<file path="config.mk">
export PLATFORM = sky130hd
export DESIGN_NAME = hbridge_sequencer
export DESIGN_NICKNAME = d
export VERILOG_FILES = /design/src/rtl/hbridge_sequencer.sv
export SDC_FILE = /design/constraint.sdc
export NUM_CORES = 1
export LEC_CHECK = 0
export CORE_MARGIN = 1.5
export CORE_UTILIZATION = 56
export DETAILED_ROUTE_END_ITERATION = 8
export GPL_ROUTABILITY_DRIVEN = 0
export HOLD_SLACK_MARGIN = 0.1
export PLACE_DENSITY = 0.84
export SLEW_MARGIN = 5
export SYNTH_ARGS = -nofsm -noshare
export SYNTH_HDL_FRONTEND = slang
export SYNTH_SLANG_ARGS = --single-unit
</file>
<file path="constraint.sdc">
create_clock -name i_clock -period 5.1 [get_ports i_clock]
set_input_delay 1.275 -clock i_clock [delete_from_list [all_inputs] [get_ports i_clock]]
set_output_delay 1.275 -clock i_clock [all_outputs]
set_load 0.03 [all_outputs]
</file>
<file path="src/rtl/hbridge_sequencer.sv">
// hbridge_sequencer: start-up, run and protection sequencer for the full-bridge
// gate drive. It charges the bootstraps, forces the pre-charge pattern, hands the
// bridge to the controller, and latches OV and shoot-through faults. After a fault
// it holds the gates off and retries a bounded number of times before locking out.
module hbridge_sequencer #(
  parameter int T_BOOT    = 10,
  parameter int T_FORCE   = 4,
  parameter int T_HOLD    = 1000,
  parameter int VOV_LIMIT = 50,
  parameter int MAX_RETRY = 3,
  parameter int CNT_W     = 16
) (
  input  logic       i_clock,
  input  logic       i_RST,
  input  logic       i_enable,
  input  logic [7:0] i_Vbat,
  input  logic [3:0] i_Q_hc,
  output logic [3:0] o_Q,
  output logic       o_ctrl_rst_n,
  output logic [2:0] o_state,
  output logic [1:0] o_fault,
  output logic [2:0] o_retry
);

  typedef enum logic [2:0] {
    S_IDLE    = 3'd0,
    S_BOOT    = 3'd1,
    S_FORCE   = 3'd2,
    S_RUN     = 3'd3,
    S_FAULT   = 3'd4,
    S_LOCKOUT = 3'd5
  } state_t;

  localparam logic [7:0]       VOV        = 8'(VOV_LIMIT);
  localparam logic [2:0]       RETRY_MAX  = 3'(MAX_RETRY);
  localparam logic [CNT_W-1:0] BOOT_LAST  = CNT_W'(T_BOOT - 1);
  localparam logic [CNT_W-1:0] FORCE_LAST = CNT_W'(T_FORCE - 1);
  localparam logic [CNT_W-1:0] HOLD_LAST  = CNT_W'(T_HOLD - 1);
  localparam logic [CNT_W-1:0] TMR_SAT    = '1;

  state_t           state_q, state_d;
  logic [CNT_W-1:0] timer_q, timer_d;
  logic [3:0]       q_q, q_d;
  logic             rstn_q, rstn_d;
  logic [1:0]       fault_q, fault_d;
  logic [2:0]       retry_q, retry_d;

  logic ov, shoot, run_st;

  assign ov     = i_Vbat > VOV;
  assign shoot  = (i_Q_hc[0] & i_Q_hc[2]) | (i_Q_hc[1] & i_Q_hc[3]);
  assign run_st = (state_q == S_RUN) && shoot;

  // Next state, fault/retry bookkeeping, timer and registered pin values.
  always_comb begin
    state_d = state_q;
    fault_d = fault_q;
    retry_d = retry_q;
    if (!i_enable) begin
      state_d = S_IDLE;
      fault_d = 2'b00;
      retry_d = 3'd0;
    end else begin
      case (state_q)
        S_IDLE: if (!ov) state_d = S_BOOT;
        S_BOOT, S_FORCE, S_RUN: begin
          if (ov || run_st) begin
            state_d = S_FAULT;
            fault_d = fault_q | {run_st, ov};
          end else if (state_q == S_BOOT && timer_q == BOOT_LAST) begin
            state_d = S_FORCE;
          end else if (state_q == S_FORCE && timer_q == FORCE_LAST) begin
            state_d = S_RUN;
          end
        end
        S_FAULT: begin
          if (timer_q == HOLD_LAST) begin
            if (retry_q < RETRY_MAX) begin
              retry_d = retry_q + 3'd1;
              state_d = S_BOOT;
            end else begin
              state_d = S_LOCKOUT;
            end
          end
        end
        S_LOCKOUT: state_d = S_LOCKOUT;
        default: begin
          state_d = S_IDLE;
          fault_d = 2'b00;
          retry_d = 3'd0;
        end
      endcase
    end

    // Timer restarts on every state change and saturates instead of wrapping.
    if (state_d != state_q)      timer_d = '0;
    else if (timer_q == TMR_SAT) timer_d = timer_q;
    else                         timer_d = timer_q + 1'b1;

    // Gate pattern follows the state being entered; an overlapping leg
    // pattern is never allowed through, even on the FORCE->RUN edge.
    case (state_d)
      S_BOOT:  q_d = 4'b1100;
      S_FORCE: q_d = 4'b1001;
      S_RUN:   q_d = shoot ? 4'b0000 : i_Q_hc;
      default: q_d = 4'b0000;
    endcase
    rstn_d = (state_d == S_RUN);
  end

  // State and output registers; reset clears the gates asynchronously.
  always_ff @(posedge i_clock or posedge i_RST) begin
    if (i_RST) begin
      state_q <= S_IDLE;
      timer_q <= '0;
      q_q     <= 4'b0000;
      rstn_q  <= 1'b0;
      fault_q <= 2'b00;
      retry_q <= 3'd0;
    end else begin
      state_q <= state_d;
      timer_q <= timer_d;
      q_q     <= q_d;
      rstn_q  <= rstn_d;
      fault_q <= fault_d;
      retry_q <= retry_d;
    end
  end

  assign o_Q          = q_q;
  assign o_ctrl_rst_n = rstn_q;
  assign o_state      = state_q;
  assign o_fault      = fault_q;
  assign o_retry      = retry_q;

endmodule

</file>
---- Word level (Yosys, flattened, before mapping) ----
Cells that the tools add are included.
word-level totals
  register bits ........................... 29
  logic and storage cells ................. 62
operators by class
  add/sub/neg operators ................... 2
  order comparisons ....................... 2
  equality and inequality tests ........... 19
  muxes and demuxes ....................... 19
  bitwise operators ....................... 4
  reduce and logical (&&, ||, !) cells .... 10
operators by type and width
  cell                                                                              number
  16-bit 2-to-1 mux                                                                 2
  3-bit 2-to-1 mux                                                                  10
  16-bit by 1-bit adder with 16-bit output (second input constant)                  1
  16-bit by 10-bit == test with 1-bit output (second input constant)                1
  16-bit == test (second input constant)                                            1
  16-bit by 2-bit == test with 1-bit output (second input constant)                 1
  16-bit by 4-bit == test with 1-bit output (second input constant)                 1
  3-bit by 2-bit == test with 1-bit output (second input constant)                  4
  3-bit case mux with 4 select lines                                                1
  4-bit case mux with 3 select lines                                                1
  3-bit inequality test (second input constant)                                     3
  8-bit by 6-bit greater-than comparator with 1-bit output (second input constant)  1
  3-bit by 1-bit == test with 1-bit output (second input constant)                  2
  3-bit == test (second input constant)                                             2
  2-bit inequality test (second input constant)                                     3
  3-bit case mux with 2 select lines                                                1
  3-bit OR reduction                                                                2
  5-bit OR reduction                                                                1
  2-bit 2-to-1 mux                                                                  2
  4-bit 2-to-1 mux                                                                  1
  2-bit case mux with 2 select lines                                                1
  3-bit by 1-bit adder with 3-bit output (second input constant)                    1
  1-bit logical AND                                                                 3
  3-bit zero test                                                                   1
  8 further kinds                                                                   9

---- Logic depth before layout (Yosys ltp) ----
Gate-level depths: netlist (run 1).
  depth after elaboration ................. 9
  gate-level depth with buffers ........... 9

---- Worst setup path before layout (run 1) ----
Ideal clock, no wire load.
  path kind ............................... input to register
  start point ............................. input port i_Vbat[0]
  end point ............................... register timer_q[10]
  setup time .............................. 0.120 ns
  arrival ................................. 2.913 ns
  path slack .............................. 2.067 ns
  stages .................................. 8
  path buffers ............................ 1
  path through ............................ a211o_1 a311o_1 nor2_2 and4bb_4 a311oi_2 o211ai_4 buf_6 nor2_1
on the way
  longest elaborated chain between the ends .. 7
RTL lines
  what                                                                         RTL line  RTL
  start: declaration                                                           16        input logic [7:0] i_Vbat,
  8-bit by 6-bit greater-than comparator with 1-bit output *                   50        assign ov = i_Vbat > VOV;
  1-bit logical OR                                                             67        if (ov || run_st) begin
  3-bit 2-to-1 mux                                                             67
  3-bit case mux with 4 select lines *                                         64        case (state_q)
  3-bit 2-to-1 mux *                                                           59        if (!i_enable) begin
  3-bit inequality test *                                                      96        if (state_d != state_q) timer_d = '0;
  2-bit inequality test (no source line) or 16-bit 2-to-1 mux (tied branches)  n/a
  end signal: assignment                                                       122       timer_q <= timer_d;
  end: declaration                                                             42        logic [CNT_W-1:0] timer_q, timer_d;
Every way passes the cells marked *; elsewhere a longest branch is shown, timed or not.
A chain may end at the register's enable or synchronous reset.

---- Worst setup path in the final report (run 1) ----
  start point ............................. input port i_Vbat[0]
  end point ............................... register timer_q[12]
The elaborated chain is that of the path after synthesis.

==> flow_metrics.py, run 1 <==
metrics = {
    "status": {
        "status": "completed",
    },
    "synth": {
        "syn_inst": 176,
        "synth_xor_area_share_pct": 5.364,
        "synthFlopType": "dfrtp_1",
        "synth_warnings": 0,
        "netlist.area_leader.share_pct": 44.44,
        "ys_async_sr_fraction_pct": 100.0,
        "synth_nets": 194,
        "ys_types": 43,
        "synth_top_area_cell": "dfrtp_1",
        "synth_compound_gate_area_share_pct": 14.48,
        "netlist_top_cells_area": "dfrtp_1 44%, nor2_1 5.7%, xor2_1 4.3%",
        "synth_adder_area_share_pct": 2.299,
        "ys_seq_area_share_pct": 44.44,
        "synth_top_family_by_area": "simple AND/OR/NAND/NOR gates",
        "synthSimpleGateAreaFrac_pct": 28.81,
        "muxShareOfSynthArea_pct": 1.226,
        "synth_edf_count": 0,
        "syn_area_per_cell_um2": 9.277,
        "synth_seq_cells": 29,
        "synth_area_mm2": 0.001633,
    },
    "sta": {
        "finalSetupTns_ns": 0,
        "fmax_mhz": 296.9,
        "slew_violations": 0,
        "post-route-period-util_pct": 66.05,
        "fin_crit_ns": 3.368,
        "setup_viol": 0,
        "skew_ns": 0.009639,
        "tightest_slew_ns": 1.092,
        "finalHoldViolCount": 0,
        "slew_headroom_pct": 27.14,
        "grt_setup_unrepaired": "false",
    },
    "floorplanning": {
        "fp.coreArea_mm2": 0.002758,
        "fp.dieArea_mm2": 0.003248,
        "die_w_um": 57.00,
        "die_height_um": 57.00,
        "rows": 19,
        "num_io_pins": 28,
        "start_util_pct": 59.21,
    },
    "global_route": {
        "grt_pass1_vias": 1364,
        "antenna_found_initial": 0,
        "grt_usage_pct": 24.32,
        "grt_pass1_wl_um": 6168,
        "grt-ovfl-total": 0,
        "grt_max_degree": 30,
    },
    "finish": {
        "regArea_um2": 725.7,
        "fillers": 220,
        "fin_util_pct": 73.09,
        "num-nets-final": 223,
        "antenna_cells": 0,
        "area_growth_pct": 23.45,
        "multi_input_area_um2": 852.1,
        "drive_gt1_share_pct": 8.738,
    },
    "clock_tree": {
        "cts_setup_buffers": 0,
        "cts_made_buffers": 5,
        "cts.htree.levels": 2,
        "postCtsResizedCells": 0,
        "insertion_delay_ns": 0.32,
        "cts.sinks": 29,
        "cts_tree": "built",
        "ctsRootBufferMaster": "clkbuf_4",
        "hold_buffers": 0,
        "clock_path_buffers": 2,
        "path_clk_slew_ns": 0.10,
    },
    "placement": {
        "place_hpwl_um": 2685,
        "portBuffers": 27,
    },
    "detailed_routing": {
        "wl_per_cell_um": 15.34,
        "postRouteAntennaNets": 0,
        "first_iter_violations": 78,
        "routed_wl_um": 3635,
        "vias": 1451,
        "drc_errors": 0,
        "drtPass1Iterations": 4,
        "avgViaCountPerCell": 6.122,
    },
    "setup_path": {
        "reg2reg_depth": 7,
        "worstSetupEndpointType": "flop",
        "r2r_slack_ns": 2.67,
        "critPathKind": "in2reg",
        "required_ns": 5.32,
        "cp-start-kind": "input pin",
        "endpoint": "timer_q[12]$_DFFE_PP0P_",
        "reg2reg_to": "timer_q[12]$_DFFE_PP0P_",
        "startpoint": "i_Vbat[0]",
        "worst_ep_arrival_time_ns": 3.59,
        "reg2reg_from": "timer_q[12]$_DFFE_PP0P_",
        "worstPathMaxFanout": 16,
    },
    "power_and_ir_drop": {
        "p_per_area_mw_per_mm2": 292.1,
        "vdd_ir_drop_max_mv": 0.3500,
        "p_leak_uw": 0.0009112,
    },
    "job": {
        "cap_violations": 0,
    },
    "min_path": {
        "hp-class": "reg2reg",
    },
}
synth_stat cells, drive strengths merged (2+ instances only):
cell and instances:
dfrtp 29, nor2 26, nand2 14, a21oi 10, nand3 8, nand4 8, nor3 8, xor2 8
and3 7, inv 7, a211oi 5, nor4 4, o21ai 4, a31oi 3, and2 3, buf 3
ha 3, clkbuf 2, mux2i 2, nor2b 2, o211a 2, or2 2, xnor2 2
metrics by stage:
stage                     instances  worst slack [ns]  hold slack (ns)  area, um^2  power [uW]
after floorplan                 176             2.067           0.4973        1633       330.0
after global placement          229             1.505           0.4806        1913       357.1
after detailed placement        229             1.401           0.4966        1913       361.3
after CTS                       237             1.748           0.5171        2016       593.5
after global routing            237             1.638           0.5402        2016       618.4
final                           237             1.732           0.5094        2016       588.7
area by class of cell:
type                       count  share of cell area, %
clock inverter                 3                  3.228
multi-input combinational    135                  42.27
inverter                       7                  1.304
sequential                    29                  36.00
tap                           31                  1.924
clock buffer                   5                  1.862
timing repair buffer          27                  13.41
sequential cells by signal, summed over array words and instances, names as in the netlist:
name / count
o_Q: 4
o_fault: 2
timer_q: 16
o_ctrl_rst_n: 1
o_retry: 3
o_state: 3
critical path, stage by stage:
cell,delay (ns)
clkdlybuf4s50_1,0.41
a211o_1,0.29
a311o_1,0.45
nor4_2,0.36
mux2i_1,0.32
o211ai_4,0.22
a211oi_1,0.27
logic make-up (layout without fill, tap and decap cells):
group / Yosys count / in the layout
AO/OA/AOI/OAI: 32 / 32
XOR/XNOR: 10 / 10
adder cells (fa/ha/maj): 3 / 3
buffers and inverters: 12 / 42
flip-flops: 29 / 29
multiplexers: 2 / 2
AND/OR/NAND/NOR: 88 / 88
where the power goes:
part           total, uW  leakage (uW)  switching [uW]  internal [uW]
logic               87.0      0.000457            46.4           40.6
registers            271      0.000399            26.1            245
clock network        231     0.0000552            79.0            152
total                589      0.000911             151            437
layout by cell type (no fill, tap or decap), types with 2 or more instances in the layout:
| cell | instances |
|---|---|
| nor4_2 | 2 |
| xnor2_1 | 2 |
| bufinv_16 | 2 |
| and3_1 | 7 |
| a31oi_1 | 3 |
| inv_1 | 7 |
| nor2b_1 | 2 |
| nand4_1 | 8 |
| xor2_1 | 8 |
| o21ai_0 | 3 |
| clkdlybuf4s50_1 | 27 |
| or2_2 | 2 |
| nand2_1 | 14 |
| nor3_1 | 7 |
| and2_1 | 3 |
| nand3_1 | 8 |
| dfrtp_1 | 29 |
| a211oi_1 | 4 |
| nor2_1 | 25 |
| clkbuf_4 | 5 |
| mux2i_1 | 2 |
| o211a_1 | 2 |
| nor4_1 | 2 |
| a21oi_1 | 10 |
| ha_1 | 3 |
metal layers:
layer / vias up / wire length (um) / track usage [%]
li1: 696 / - / -
met1: 703 / 1544 / 28.91
met2: 46 / 1870 / 43.51
met3: 6 / 180 / 5.215
met4: 0 / 40 / 8.306
met5: - / 0 / 0
how the worst min path moves through the flow:
stage | slack, ns | endpoint | cells after the start | from
6_report | 0.51 | o_fault[1]$_DFFE_PP0P_ | 2 | o_fault[1]$_DFFE_PP0P_
5_1_grt | 0.54 | o_fault[1]$_DFFE_PP0P_ | 2 | o_fault[1]$_DFFE_PP0P_
4_1_cts | 0.52 | o_fault[1]$_DFFE_PP0P_ | 2 | o_fault[1]$_DFFE_PP0P_
3_5_place_dp | 0.50 | o_fault[1]$_DFFE_PP0P_ | 2 | o_fault[1]$_DFFE_PP0P_
3_3_place_gp | 0.48 | o_fault[1]$_DFFE_PP0P_ | 2 | o_fault[1]$_DFFE_PP0P_
2_1_floorplan | 0.50 | timer_q[11]$_DFFE_PP0P_ | 1 | timer_q[11]$_DFFE_PP0P_
(Power assumes the default switching activity.)
==> run 2: changes to the inputs <==
CORE_UTILIZATION = 47   (was 56)
PLACE_DENSITY = 0.75   (was 0.84)
clock period = 3.05 ns   (was 5.1 ns; I/O delays follow)
==> run 2 against run 1 <==
Hold slack got worse by 0.010 ns. Core utilization decreased by 13 points. First-iteration DRC count decreased by 1.3%. Critical path type unchanged. Combinational power increased by 86%. Setup slack got worse by 1.6 ns. Critical path depth unchanged. Non-clock buffer count increased by 4. Sequential cell count unchanged. Via count decreased by 2.5%. Sequential power increased by 66%.
==> flow_metrics.py, run 2 (same netlist as run 1, synthesis figures left out) <==
metrics = {
    "setup_path": {
        "r2r_slack_ns": 0.59,
        "reg2reg_to": "timer_q[2]$_DFFE_PP0P_",
        "required_ns": 3.28,
        "reg2reg_depth": 7,
        "startpoint": "i_Vbat[0]",
        "worstSetupEndpointType": "flop",
        "worstPathMaxFanout": 16,
        "reg2reg_from": "timer_q[12]$_DFFE_PP0P_",
        "worst_ep_arrival_time_ns": 3.13,
        "cp-start-kind": "input pin",
        "critPathKind": "in2reg",
    },
    "finish": {
        "antenna_cells": 0,
        "multi_input_area_um2": 857.1,
        "regArea_um2": 725.7,
        "drive_gt1_share_pct": 9.524,
        "largest-register": "timer_q",
        "largest_reg_flops": 16,
        "final_common_cell": "dfrtp_1",
        "final_cell_area_mm2": 0.002016,
        "area_growth_pct": 23.45,
        "num-nets-final": 227,
        "fillers": 293,
        "final_cell_mix": "29 x dfrtp_1, 27 x clkdlybuf4s50_1, 25 x nor2_1",
    },
    "sta": {
        "post-route-period-util_pct": 95.07,
        "setup_viol": 0,
        "fin_crit_ns": 2.900,
        "finalHoldViolCount": 0,
        "finalSetupTns_ns": 0,
        "tightest_slew_ns": 0.5042,
        "skew_ns": 0.008519,
        "fin_ws_ns": 0.1503,
        "slew_headroom_pct": 66.23,
        "slew_violations": 0,
        "fmax_mhz": 344.9,
        "grt_setup_unrepaired": "false",
    },
    "global_route": {
        "grt_usage_pct": 21.39,
        "grt_pass1_vias": 1362,
        "grt_max_degree": 30,
        "antenna_found_initial": 0,
        "grt_pass1_wl_um": 5913,
        "grt-ovfl-total": 0,
    },
    "clock_tree": {
        "insertion_delay_ns": 0.33,
        "ctsRootBufferMaster": "clkbuf_4",
        "clock_path_buffers": 2,
        "path_clk_slew_ns": 0.09,
        "cts_made_buffers": 5,
        "hold_buffers": 0,
        "cts.htree.levels": 2,
        "cts.sinks": 29,
        "cts_tree": "built",
    },
    "min_path": {
        "hp-class": "reg2reg",
        "min_from": "o_fault[1]$_DFFE_PP0P_",
        "min_to": "o_fault[1]$_DFFE_PP0P_",
        "worstHoldPathCells": 2,
    },
    "job": {
        "cap_violations": 0,
    },
    "detailed_routing": {
        "postRouteAntennaNets": 0,
        "drtPass1Iterations": 4,
        "drc_errors": 0,
        "avgViaCountPerCell": 5.527,
        "wl_per_cell_um": 14.08,
        "first_iter_violations": 77,
        "vias": 1415,
        "routed_wl_um": 3605,
    },
    "floorplanning": {
        "fp.coreArea_mm2": 0.003337,
        "die_w_um": 61.94,
        "num_io_pins": 28,
        "die_height_um": 61.94,
        "start_util_pct": 48.93,
        "rows": 21,
        "fp.dieArea_mm2": 0.003837,
    },
    "power_and_ir_drop": {
        "clockPowerShare_pct": 26.1,
        "p_int_uw": 576.7,
        "p_leak_uw": 0.0009022,
        "p_per_area_mw_per_mm2": 412.0,
        "p_sw_share_pct": 30.56,
        "power_uw": 830.4,
        "vdd_ir_drop_max_mv": 0.3099,
        "power_frac_comb_pct": 19.5,
        "p_switching_uw": 253.8,
        "p_seq_share_pct": 54.3,
    },
    "placement": {
        "portBuffers": 27,
        "pre_cts_slack_ns": -0.2179,
        "place_hpwl_um": 2622,
        "post_dp_cell_area_mm2": 0.001962,
    },
    "status": {
        "status": "completed",
    },
}
## run 2: changes by cell type in the layout (fill, tap and decap cells not counted), sizes merged
cell,change
buf,+4
clkbuf,+3
bufinv,-2
clkinv,-1
## run 2: cell type report
cell class	instances	share of cell area [%]
Timing Repair Buffer	31	14.90
Inverter	7	1.304
Tap cell	46	2.855
Multi-Input combinational cell	135	42.52
Sequential cell	29	36.00
Clock buffer	8	2.421
## run 2: layer usage
layer | routed length, um | global-route usage (%) | share of wire [%]
met2 | 1693 | 35.27 | 47
met4 | 50 | 8.511 | 1.4
met1 | 1675 | 26.09 | 46
met3 | 185 | 6.625 | 5.1
met5 | 0 | 0 | 0
## run 2: stage by stage
stage	hold WS (ns)	instances	utilization, %
after detailed placement	0.4870	248	58.79
final	0.4993	256	60.40
after CTS	0.5074	256	60.26
after global placement	0.4798	248	58.79
after global routing	0.5321	256	60.40
after floorplan	0.4973	176	-
## run 2: worst max path at each step
| stage | end | slack (ns) | cells after the start |
|---|---|---|---|
| 6_report | timer_q[1]$_DFFE_PP0P_ | 0.15 | 7 |
| 5_1_grt | timer_q[11]$_DFFE_PP0P_ | 0.04 | 7 |
| 4_1_cts | timer_q[1]$_DFFE_PP0P_ | 0.12 | 7 |
| 3_5_place_dp | timer_q[1]$_DFFE_PP0P_ | -0.22 | 7 |
| 3_3_place_gp | timer_q[1]$_DFFE_PP0P_ | -0.002 | 7 |
| 2_1_floorplan | timer_q[10]$_DFFE_PP0P_ | 0.53 | 8 |
## run 2: critical path: stages
cell	delay, ns
clkdlybuf4s50_1	0.41
a211o_1	0.30
a311o_1	0.42
nor4_2	0.39
mux2i_1	0.35
o211ai_4	0.24
a211oi_2	0.26
## run 2: power by group through the flow
stage	registers [uW]	clock network, uW	logic, uW
2_1_floorplan	452	0	99.7
3_3_place_gp	456	0	145
3_5_place_dp	457	0	154
4_1_cts	450	226	155
5_1_grt	457	240	179
6_report	451	217	162
## run 2: timing repair
item                       CTS  global route
gates resized for setup      0             1
setup endpoints to repair    0             1
buffers inserted             0             0
==> run 3: changes to the inputs <==
GPL_TIMING_DRIVEN = 0   (was not set)
==> run 3 against run 2 <==
Hold slack improved by 0.013 ns. Combinational power decreased by 5%. Total power rose by 4.1%. Die area is the same. Cell count increased by 0.39%. Routed wire length fell by 2.7%. Global-route usage down 0.57 points. Core utilization increased by 0.45 points. Via count up 1.6%. Clock power up 21%. Design area grew 0.75%. Largest cell class unchanged. Highest routed layer unchanged.
==> flow_metrics.py, run 3 (same netlist as run 1, synthesis figures left out) <==
metrics = {
    "min_path": {
        "min_from": "o_fault[1]$_DFFE_PP0P_",
        "min_to": "o_fault[1]$_DFFE_PP0P_",
        "hp-class": "reg2reg",
        "worstHoldPathCells": 2,
    },
    "global_route": {
        "grt_max_degree": 30,
        "grt_pass1_wl_um": 5809,
        "grt-ovfl-total": 0,
        "antenna_found_initial": 0,
        "grt_usage_pct": 20.82,
        "grt_pass1_vias": 1341,
    },
    "finish": {
        "largest-register": "timer_q",
        "largest_reg_flops": 16,
        "drive_gt1_share_pct": 9.953,
        "area_growth_pct": 24.37,
        "final_common_cell": "dfrtp_1",
        "antenna_cells": 0,
        "num-nets-final": 228,
        "final_cell_area_mm2": 0.002031,
        "final_cell_mix": "29 x dfrtp_1, 27 x clkdlybuf4s50_1, 25 x nor2_1",
    },
    "detailed_routing": {
        "first_iter_violations": 38,
        "wl_per_cell_um": 13.65,
        "vias": 1437,
        "postRouteAntennaNets": 0,
        "drtPass1Iterations": 4,
        "routed_wl_um": 3507,
        "drc_errors": 0,
        "avgViaCountPerCell": 5.591,
    },
    "sta": {
        "slew_violations": 0,
        "finalHoldViolCount": 0,
        "fmax_mhz": 352.8,
        "tightest_slew_ns": 1.061,
        "slew_headroom_pct": 29.18,
        "grt_setup_unrepaired": "false",
        "fin_crit_ns": 2.834,
        "finalSetupTns_ns": 0,
        "skew_ns": 0.002624,
        "setup_viol": 0,
        "post-route-period-util_pct": 92.93,
    },
    "floorplanning": {
        "num_io_pins": 28,
        "die_height_um": 61.94,
        "rows": 21,
        "start_util_pct": 48.93,
        "fp.dieArea_mm2": 0.003837,
        "fp.coreArea_mm2": 0.003337,
        "die_w_um": 61.94,
    },
    "clock_tree": {
        "postCtsResizedCells": 0,
        "cts.htree.levels": 2,
        "ctsRootBufferMaster": "clkbuf_4",
        "cts_setup_buffers": 0,
        "cts_made_buffers": 5,
        "insertion_delay_ns": 0.32,
        "cts.sinks": 29,
        "hold_buffers": 0,
        "cts_tree": "built",
        "clock_path_buffers": 2,
        "path_clk_slew_ns": 0.09,
    },
    "power_and_ir_drop": {
        "p_per_area_mw_per_mm2": 425.8,
        "p_leak_uw": 0.0009167,
        "power_uw": 864.7,
        "vdd_ir_drop_max_mv": 0.4083,
    },
    "setup_path": {
        "critPathKind": "in2reg",
        "cp-start-kind": "input pin",
        "required_ns": 3.27,
        "reg2reg_from": "timer_q[0]$_DFFE_PP0P_",
        "reg2reg_to": "timer_q[10]$_DFFE_PP0P_",
        "reg2reg_depth": 8,
        "worst_ep_arrival_time_ns": 3.05,
        "worstSetupEndpointType": "flop",
        "r2r_slack_ns": 0.63,
        "worstPathMaxFanout": 10,
    },
    "status": {
        "status": "completed",
    },
    "placement": {
        "place_hpwl_um": 2611,
        "portBuffers": 27,
        "post_dp_cell_area_mm2": 0.001961,
    },
    "job": {
        "cap_violations": 0,
    },
}
-- run 3: cell types whose count changed in the layout (fill, tap and decap cells not counted) --
cell	delta
a211oi_1	+1
clkbuf_1	-1
a211oi_2	-1
buf_4	-4
clkbuf_8	+2
clkinv_2	+1
buf_2	+2
buf_6	+1
-- run 3: worst max path at each step --
stage	start	endpoint	slack, ns
final	i_Vbat[0]	timer_q[10]$_DFFE_PP0P_	0.22
after global placement	i_Vbat[0]	timer_q[10]$_DFFE_PP0P_	-0.04
after floorplan	i_Vbat[0]	timer_q[10]$_DFFE_PP0P_	0.53
after detailed placement	i_Vbat[0]	timer_q[8]$_DFFE_PP0P_	-0.13
after CTS	i_Vbat[0]	timer_q[8]$_DFFE_PP0P_	0.22
after global routing	i_Vbat[0]	timer_q[11]$_DFFE_PP0P_	0.11
-- run 3: critical path: stages --
cell	delay [ns]
clkdlybuf4s50_1	0.40
a211o_1	0.29
a311o_1	0.45
nor2_2	0.14
and4bb_4	0.28
a311oi_2	0.12
o211ai_4	0.35
buf_6	0.20
nor2_1	0.05
-- run 3: final cells by class --
type                            count  area [um^2]
Multi-Input combinational cell    135        852.1
Inverter                            7        26.28
Tap cell                           46        57.56
Sequential cell                    29        725.7
Clock inverter                      1        5.005
Timing Repair Buffer               27        270.3
Clock buffer                        7        65.06
Buffer                              5        28.78
Fill cell                         300         1306
-- run 3: power by group --
| group | switching [uW] | total [uW] | internal [uW] |
|---|---|---|---|
| Clock | 129 | 263 | 133 |
| Combinational | 82.5 | 154 | 71.5 |
| Sequential | 38.3 | 448 | 410 |
-- run 3: layer usage --
metal	up-vias	share of wire [%]	GRT usage (%)
li1	704	-	-
met1	680	47	26.41
met2	44	46	33.78
met3	9	4.7	5.797
met4	0	1.8	7.903
met5	-	0	0
-- run 3: through the flow --
stage	cells	util [%]	hold WS, ns	worst slack [ns]
finish	257	60.85	0.5125	0.2156
global route	257	60.85	0.5328	0.1146
CTS	257	60.85	0.5177	0.2243
detailed placement	249	58.76	0.4976	-0.1266
global placement	249	58.76	0.4798	-0.03830
floorplan	176	-	0.4973	0.5295
